### src/rtl/fetch_decode_queue.sv
// ---------------------------------------------------------------------------
// fetch_decode_queue
//
// Instruction queue between the fetch and decode stages. It buffers fetched
// instructions together with their pc and pcplus4, so that short decode
// stalls do not immediately stall cache access. The output is
// first-word-fall-through. A taken branch or jump (i_flush) discards the
// whole contents of the queue.
//
// Ports:
//   i_aclk          system clock
//   i_areset_n      asynchronous active-low reset
//   i_instr         instruction from fetch
//   i_instr_valid   i_instr / i_pc / i_pcplus4 are valid this cycle
//   i_pc            pc of i_instr
//   i_pcplus4       pc+4 of i_instr
//   o_fetch_en      enable to fetch; low = fetch holds its instruction
//   i_flush         branch/jump taken; drop all queued and incoming entries
//   i_decode_ready  decode consumes the head entry this cycle if o_valid
//   o_valid         head entry valid
//   o_instr         head instruction
//   o_pc            head pc
//   o_pcplus4       head pc+4
//   o_count         number of occupied entries
// ---------------------------------------------------------------------------
module fetch_decode_queue #(
    parameter int ADDR_SIZE = 32,
    parameter int INST_SIZE = 32,
    parameter int DEPTH     = 4
) (
    input  logic                     i_aclk,
    input  logic                     i_areset_n,
    input  logic [INST_SIZE-1:0]     i_instr,
    input  logic                     i_instr_valid,
    input  logic [ADDR_SIZE-1:0]     i_pc,
    input  logic [ADDR_SIZE-1:0]     i_pcplus4,
    output logic                     o_fetch_en,
    input  logic                     i_flush,
    input  logic                     i_decode_ready,
    output logic                     o_valid,
    output logic [INST_SIZE-1:0]     o_instr,
    output logic [ADDR_SIZE-1:0]     o_pc,
    output logic [ADDR_SIZE-1:0]     o_pcplus4,
    output logic [$clog2(DEPTH):0]   o_count
);

    localparam int PTR_W = $clog2(DEPTH);
    localparam int CNT_W = PTR_W + 1;

    logic [INST_SIZE-1:0] instr_mem   [DEPTH];
    logic [ADDR_SIZE-1:0] pc_mem      [DEPTH];
    logic [ADDR_SIZE-1:0] pcplus4_mem [DEPTH];

    logic [PTR_W-1:0] wr_ptr;
    logic [PTR_W-1:0] rd_ptr;
    logic [CNT_W-1:0] count;

    logic full;
    logic empty;
    logic push;
    logic pop;

    assign full  = (count == CNT_W'(DEPTH));
    assign empty = (count == '0);

    // Forced high during a flush so fetch can load the branch target. Uses
    // only registered state and i_flush; a pop never frees a slot for the
    // same cycle, which keeps i_decode_ready off this path.
    assign o_fetch_en = ~full | i_flush;

    assign push = i_instr_valid & o_fetch_en & ~i_flush;
    assign pop  = o_valid & i_decode_ready & ~i_flush;

    assign o_valid   = ~empty;
    assign o_instr   = instr_mem[rd_ptr];
    assign o_pc      = pc_mem[rd_ptr];
    assign o_pcplus4 = pcplus4_mem[rd_ptr];
    assign o_count   = count;

    // Storage is not reset; the pointers and count define what is valid.
    always_ff @(posedge i_aclk) begin
        if (push) begin
            instr_mem[wr_ptr]   <= i_instr;
            pc_mem[wr_ptr]      <= i_pc;
            pcplus4_mem[wr_ptr] <= i_pcplus4;
        end
    end

    // DEPTH is a power of two, so the pointers wrap naturally; count tells
    // full from empty when the pointers are equal.
    always_ff @(posedge i_aclk or negedge i_areset_n) begin
        if (!i_areset_n) begin
            wr_ptr <= '0;
            rd_ptr <= '0;
            count  <= '0;
        end else if (i_flush) begin
            wr_ptr <= '0;
            rd_ptr <= '0;
            count  <= '0;
        end else begin
            if (push) begin
                wr_ptr <= wr_ptr + PTR_W'(1);
            end
            if (pop) begin
                rd_ptr <= rd_ptr + PTR_W'(1);
            end
            case ({push, pop})
                2'b10:   count <= count + CNT_W'(1);
                2'b01:   count <= count - CNT_W'(1);
                default: count <= count;
            endcase
        end
    end

endmodule

### config.mk
export PLATFORM = sky130hd
export DESIGN_NAME = fetch_decode_queue
export DESIGN_NICKNAME = d
export VERILOG_FILES = /design/src/rtl/fetch_decode_queue.sv
export SDC_FILE = /design/constraint.sdc
export NUM_CORES = 1
export LEC_CHECK = 0
export ABC_AREA = 1
export BUFFER_PORTS_ARGS = -buffer_cell sky130_fd_sc_hd__buf_2
export CAP_MARGIN = 20
export CELL_PAD_IN_SITES_DETAIL_PLACEMENT = 2
export CELL_PAD_IN_SITES_GLOBAL_PLACEMENT = 2
export CORE_MARGIN = 2
export CORE_UTILIZATION = 35
export DETAILED_ROUTE_END_ITERATION = 10
export GPL_ROUTABILITY_DRIVEN = 1
export GPL_TIMING_DRIVEN = 0
export PLACE_DENSITY = 0.74
export SYNTH_ARGS = -nofsm -noshare
export SYNTH_HDL_FRONTEND = slang
export SYNTH_SLANG_ARGS = --single-unit
### constraint.sdc
create_clock -name i_aclk -period 17.2 [get_ports i_aclk]
set_clock_uncertainty 0.2 [all_clocks]
set_input_delay 1.72 -clock i_aclk [delete_from_list [all_inputs] [get_ports i_aclk]]
set_output_delay 1.72 -clock i_aclk [all_outputs]
set_load 0.03 [all_outputs]
### Word-level counts from Yosys, hierarchy flattened

Memory sizes are Yosys's and may differ from the RTL's.
Index checks and enable logic that the tools add are counted.

* register bits after elaboration: 7
* bits in writable memories: 384
* input bits: 101
* output and inout bits: 101
* word-level logic and storage cells: 33
* memories: 3

* add/sub/neg operators: 4
* equality and inequality tests: 3
* muxes and demuxes: 8
* bitwise logic cells: 8
* reduce and logical (&&, ||, !) cells: 4

Memories
* instr_mem: depth 4, bits a word 32, read ports 1, clocked after Yosys merged registers in 0, write ports 1, line 50 `logic [INST_SIZE-1:0] instr_mem [DEPTH];`
* pc_mem: depth 4, bits a word 32, read ports 1, clocked after Yosys merged registers in 0, write ports 1, line 51 `logic [ADDR_SIZE-1:0] pc_mem [DEPTH];`
* pcplus4_mem: depth 4, bits a word 32, read ports 1, clocked after Yosys merged registers in 0, write ports 1, line 52 `logic [ADDR_SIZE-1:0] pcplus4_mem [DEPTH];`

Operators with widths (number)
* $mux 2: 4
* $pmux 3 s2: 1
* $add 2x1->2 const B: 2
* $and 1x1->1: 4
* $reduce_bool 2->1: 2
* $add 3x1->3 const B: 1
* $eq 3x3->1 const B: 1
* $logic_not 3->1: 1
* $mux 3: 1
* $not 1->1: 3
* $reduce_bool 3->1: 1
* $sub 3x1->3 const B: 1
* $eq 2x1->1 const B: 1
* $eq 2x2->1 const B: 1
* $mux 1: 2
* $or 1x1->1: 1

### Longest topological paths before layout

* depth in word-level cells: 8
* gate-level depth with buffers: 13
* gate-level depth less buffers: 13

### Least setup slack after synthesis

No wires, ideal clock.

* path type: input-to-reg
* start point: input i_flush
* end point: memory instr_mem[0][0], enable pin
* setup time: 0.552 ns
* arrival: 6.134 ns
* required time: 16.448 ns
* path slack: 10.314 ns
* stages on the path: 4
* buffers on the path: 0
* path through: nor2_1 -> nand2_2 -> nand3_4 -> nor2_1

* word-level cells in the longest chain between the ends: 5
* elaborated cells between the ends (all ways): 6
* those cells by class: 2 x mux; 4 x bitwise

RTL lines
* from (decl): line 38 `input logic i_flush,`
* $or 1x1->1: line 69 `assign o_fetch_en = ~full | i_flush;`
* net o_fetch_en: line 37 `output logic o_fetch_en,`
* $and 1x1->1 (2 in a row): line 71 `assign push = i_instr_valid & o_fetch_en & ~i_flush;`
* $mux 1: line 82 `if (push) begin`
* $mux 1 (not written as such): line 83 `instr_mem[wr_ptr] <= i_instr;`
* to (decl): line 50

The timed path passes the listed nets, and every way through them passes these cells.

### Worst setup path after layout

* start point: register rd_ptr[1]
* end point: output o_pcplus4[15]

* word-level cells in the longest chain between the ends: 1

RTL lines
* from (decl): line 55 `logic [PTR_W-1:0] rd_ptr;`
* from (signal assigned): line 105 `rd_ptr <= rd_ptr + PTR_W'(1);`
* $mem_v2 4x32
* to (decl): line 43 `output logic [ADDR_SIZE-1:0] o_pcplus4,`

Every way passes these cells.

==> metrics.md <==
| Metric | Value |
|---|---|
| Worst endpoint data arrival time | `2740 ps` |
| Number of standard-cell rows in the floorplan | `75` |
| Cell with the largest stage delay on the worst path | `sky130_fd_sc_hd__dfrtp_1` |
| Overall routing resource usage | `20.4%` |
| Final Non-Filler Cells | `1,825` |
| Congestion Overflow GR | `0` |
| CTS H-Tree Depth | `2` |
| EDFF count, synth | `384` |
| Nature of the critical path startpoint | `flop` |
| Setup TNS | `0 ps` |
| Synth warn | `0` |
| Pin count of the biggest net entering global routing | `29` |
| Resized Gates After CTS | `0` |
| Minimum clock period | `4660 ps` |
| Final setup viols | `0` |
| RSZ-0062 raised after global routing | `false` |
| Maximum cell stage delay along the critical path | `570 ps` |
| Pre-antenna DRT Iters | `5` |
| Ports | `202` |
| Cell family with most CP delay | `buffers and inverters` |
| Worst-case vdd ir drop | `86.7 uV` |
| Maximum fanout count along the critical path | `10` |
| Static power due to leakage | `6.34 nW` |
| Vias in the first global route | `10,600` |
| Post-synth ARST share | `1.79%` |
| Library cell appearing most often on the critical path | `sky130_fd_sc_hd__buf_2` |
| Proportion of synthesized chip area in sequential cells | `79.7%` |
| TritonCTS Sinks | `391` |
| Clk Latency, worst-skew pair | `570 ps` |
| Avg Cell Area, Syn | `14.8 um^2` |
| DRC errors left | `0` |
| Final WL | `44.4 mm` |
| Hold WS | `370 ps` |
| Number of different library cells in the post-synthesis netlist | `21` |
| HPWL Detailed | `29.8 mm` |
| Max Fclk | `215 MHz` |
| Top cell type's share of synthesized area | `78.5%` |
| Most used flip-flop cell after synthesis | `sky130_fd_sc_hd__edfxtp_1` |
| Standard cell core area | `41,700 um^2` |
| Cell accounting for the most synthesized area | `sky130_fd_sc_hd__edfxtp_1` |
| Clock edge transition at the registers on the reported setup and hold paths | `60 ps` |
| Net Count, Synth | `1,099` |
| Number of buffers added on ports | `201` |
| Total via count after detailed routing | `9,445` |
| Outcome | `completed` |
| Initial standard-cell utilization of the core | `35.2%` |
| Post-CTS Setup Bufs | `0` |
| Cell types with the largest area share after synthesis | `sky130_fd_sc_hd__edfxtp_1 (79%), sky130_fd_sc_hd__nor2_1 (5.1%), sky130_fd_sc_hd__o22ai_1 (4.1%)` |
| Wire per inst | `24.3 um` |
| Vias/cell | `5.18` |
| TritonCTS clock tree | `done` |
| Width of the die | `209 um` |
| Share of the clock period used by the worst path after layout | `27.1%` |
| DRT antenna net count | `0` |
| Number of violations of the max-capacitance limit | `0` |
| Max Buffers Root-to-Sink | `3` |
| Slew margin rel. | `47.7%` |
| List of cells traversed by the critical path | `inv_2 > clkbuf_2 > buf_2 > o21ai_1 > o22ai_1 > buf_2` |
| Flip-flop and latch count after synthesis | `391` |
| Post-synthesis instance area | `14,700 um^2` |
| Violation count after the first detailed-route iteration | `511` |
| Most used standard cells in the synthesized netlist | `sky130_fd_sc_hd__edfxtp_1 (384), sky130_fd_sc_hd__nor2_1 (200), sky130_fd_sc_hd__o21ai_0 (115)` |
| Area grow syn2layout | `22.8%` |
| Clock root buffer | `sky130_fd_sc_hd__clkbuf_16` |
| Number of antenna violations at the first check in global routing | `4` |
| Total power divided by cell area | `151 nW/um^2` |
| Most numerous cell in the Yosys netlist | `sky130_fd_sc_hd__edfxtp_1` |
| Sum of buffers and inverters on the critical path | `4` |
| Cell total after placement | `1,749` |
| Number of buffers created by CTS | `43` |
| Number of max-slew violations in the final report | `0` |
| Cells after synthesis | `993` |
| Wire length of the first global-routing pass | `65.9 mm` |
| Floorplan die height | `209 um` |
| Die Outline Area | `43,600 um^2` |
| Category of the worst setup path capture point | `output pin` |
| Cts hold-fix bufs | `0` |
| CP Class | `reg -> out` |
| Type of the tightest min-delay check | `reg -> reg` |
| Number of hold violations in the final report | `0` |
| Net count of the finished layout | `1,361` |
| Least-Margin Pin Slew | `783 ps` |
| Final weighted congestion in routability-driven placement | `0.742` |
| Required arrival time at the worst endpoint | `15,280 ps` |
| Layout cell share with drive strength beyond 1 | `25.4%` |
[flip-flops by register name (all words and copies together), names as in the netlist]
signal       cells
instr_mem      128
pc_mem         128
pcplus4_mem    128
o_count          3
rd_ptr           2
wr_ptr           2
[cell families (layout without fill, tap and decap cells)]
group                    after synthesis  count (layout)  synth area share [%]
flip-flops                           391             391                  79.7
buffers and inverters                 76             367                  2.93
adder cells (fa/ha/maj)                5               5                 0.477
other                                  0               2                     0
AND/OR/NAND/NOR                      226             226                  5.99
AO/OA/AOI/OAI                        294             294                  10.8
XOR/XNOR                               1               1                0.0596
[per-layer routing]
layer,global-route usage [%],share of wire [%]
met5,0,0.099
met4,6.08,2.3
met3,3.83,3.8
met2,36.4,52
met1,25.1,42
[final timing paths]
path,cells past startpoint,startpoint,slack [ps],to
min in group asynchronous,1,i_areset_n,780,o_count[1]
worst max-delay path,6,rd_ptr[1],12540,o_pcplus4[15]
worst min register to register,2,o_count[2],370,o_count[2]
worst min-delay path,2,o_count[2],370,o_count[2]
worst max register to register,8,o_count[2],14470,pc_mem[1][6]
max in group asynchronous,1,i_areset_n,15850,o_count[0]
[worst min-delay path: cells and delay by family, from the launching register on]
family           cells  cell delay [ps]
and+or+nand+nor      2              120
DFF                  1              410
[final cells by class]
cell class	count	area, um^2
fillers	4153	23600
clock buffers	59	1180
diodes	2	5.00
clock inverters	15	93.8
inverters	14	55.1
multi-input cells	526	2580
plain buffers	62	375
well taps	539	674
flip-flops and latches	391	11700
repair buffers	217	1370
[per-stage QoR]
| stage | total power, mW | utilization (%) | setup slack, ps | area [um^2] |
|---|---|---|---|---|
| after CTS | 2.77 | 43.3 | 12460 | 18000 |
| after global placement | 1.88 | 39.3 | 6370 | 16400 |
| after global routing | 2.84 | 43.3 | 12390 | 18000 |
| after detailed placement | 1.90 | 40.2 | 12910 | 16800 |
| after floorplan | 1.61 | - | 10310 | 14700 |
| final | 2.73 | 43.3 | 12540 | 18000 |
[power breakdown]
part | switching (mW) | internal (mW)
clock | 0.363 | 0.491
combinational | 0.556 | 0.201
sequential | 0.0190 | 1.10
[placed cells by master (no fill, tap or decap), types with 3 or more instances in the layout]
cell / synthesis / layout
sky130_fd_sc_hd__nand2_1: 16 / 16
sky130_fd_sc_hd__o21ai_0: 115 / 115
sky130_fd_sc_hd__nor2_1: 200 / 196
sky130_fd_sc_hd__buf_12: 0 / 10
sky130_fd_sc_hd__clkbuf_16: 0 / 45
sky130_fd_sc_hd__inv_1: 11 / 11
sky130_fd_sc_hd__edfxtp_1: 384 / 384
sky130_fd_sc_hd__buf_16: 0 / 6
sky130_fd_sc_hd__o21ai_1: 80 / 80
sky130_fd_sc_hd__clkbuf_2: 6 / 6
sky130_fd_sc_hd__clkinv_2: 0 / 5
sky130_fd_sc_hd__clkinv_1: 0 / 8
sky130_fd_sc_hd__o22ai_1: 96 / 96
sky130_fd_sc_hd__clkbuf_1: 18 / 32
sky130_fd_sc_hd__nand2_2: 5 / 5
sky130_fd_sc_hd__nor2_4: 0 / 4
sky130_fd_sc_hd__buf_6: 14 / 14
sky130_fd_sc_hd__ha_1: 4 / 4
sky130_fd_sc_hd__dfrtp_1: 7 / 7
sky130_fd_sc_hd__nand3_1: 4 / 4
sky130_fd_sc_hd__buf_2: 24 / 225
sky130_fd_sc_hd__a21oi_1: 3 / 3
Note: power is estimated with default switching activity, not from simulation.
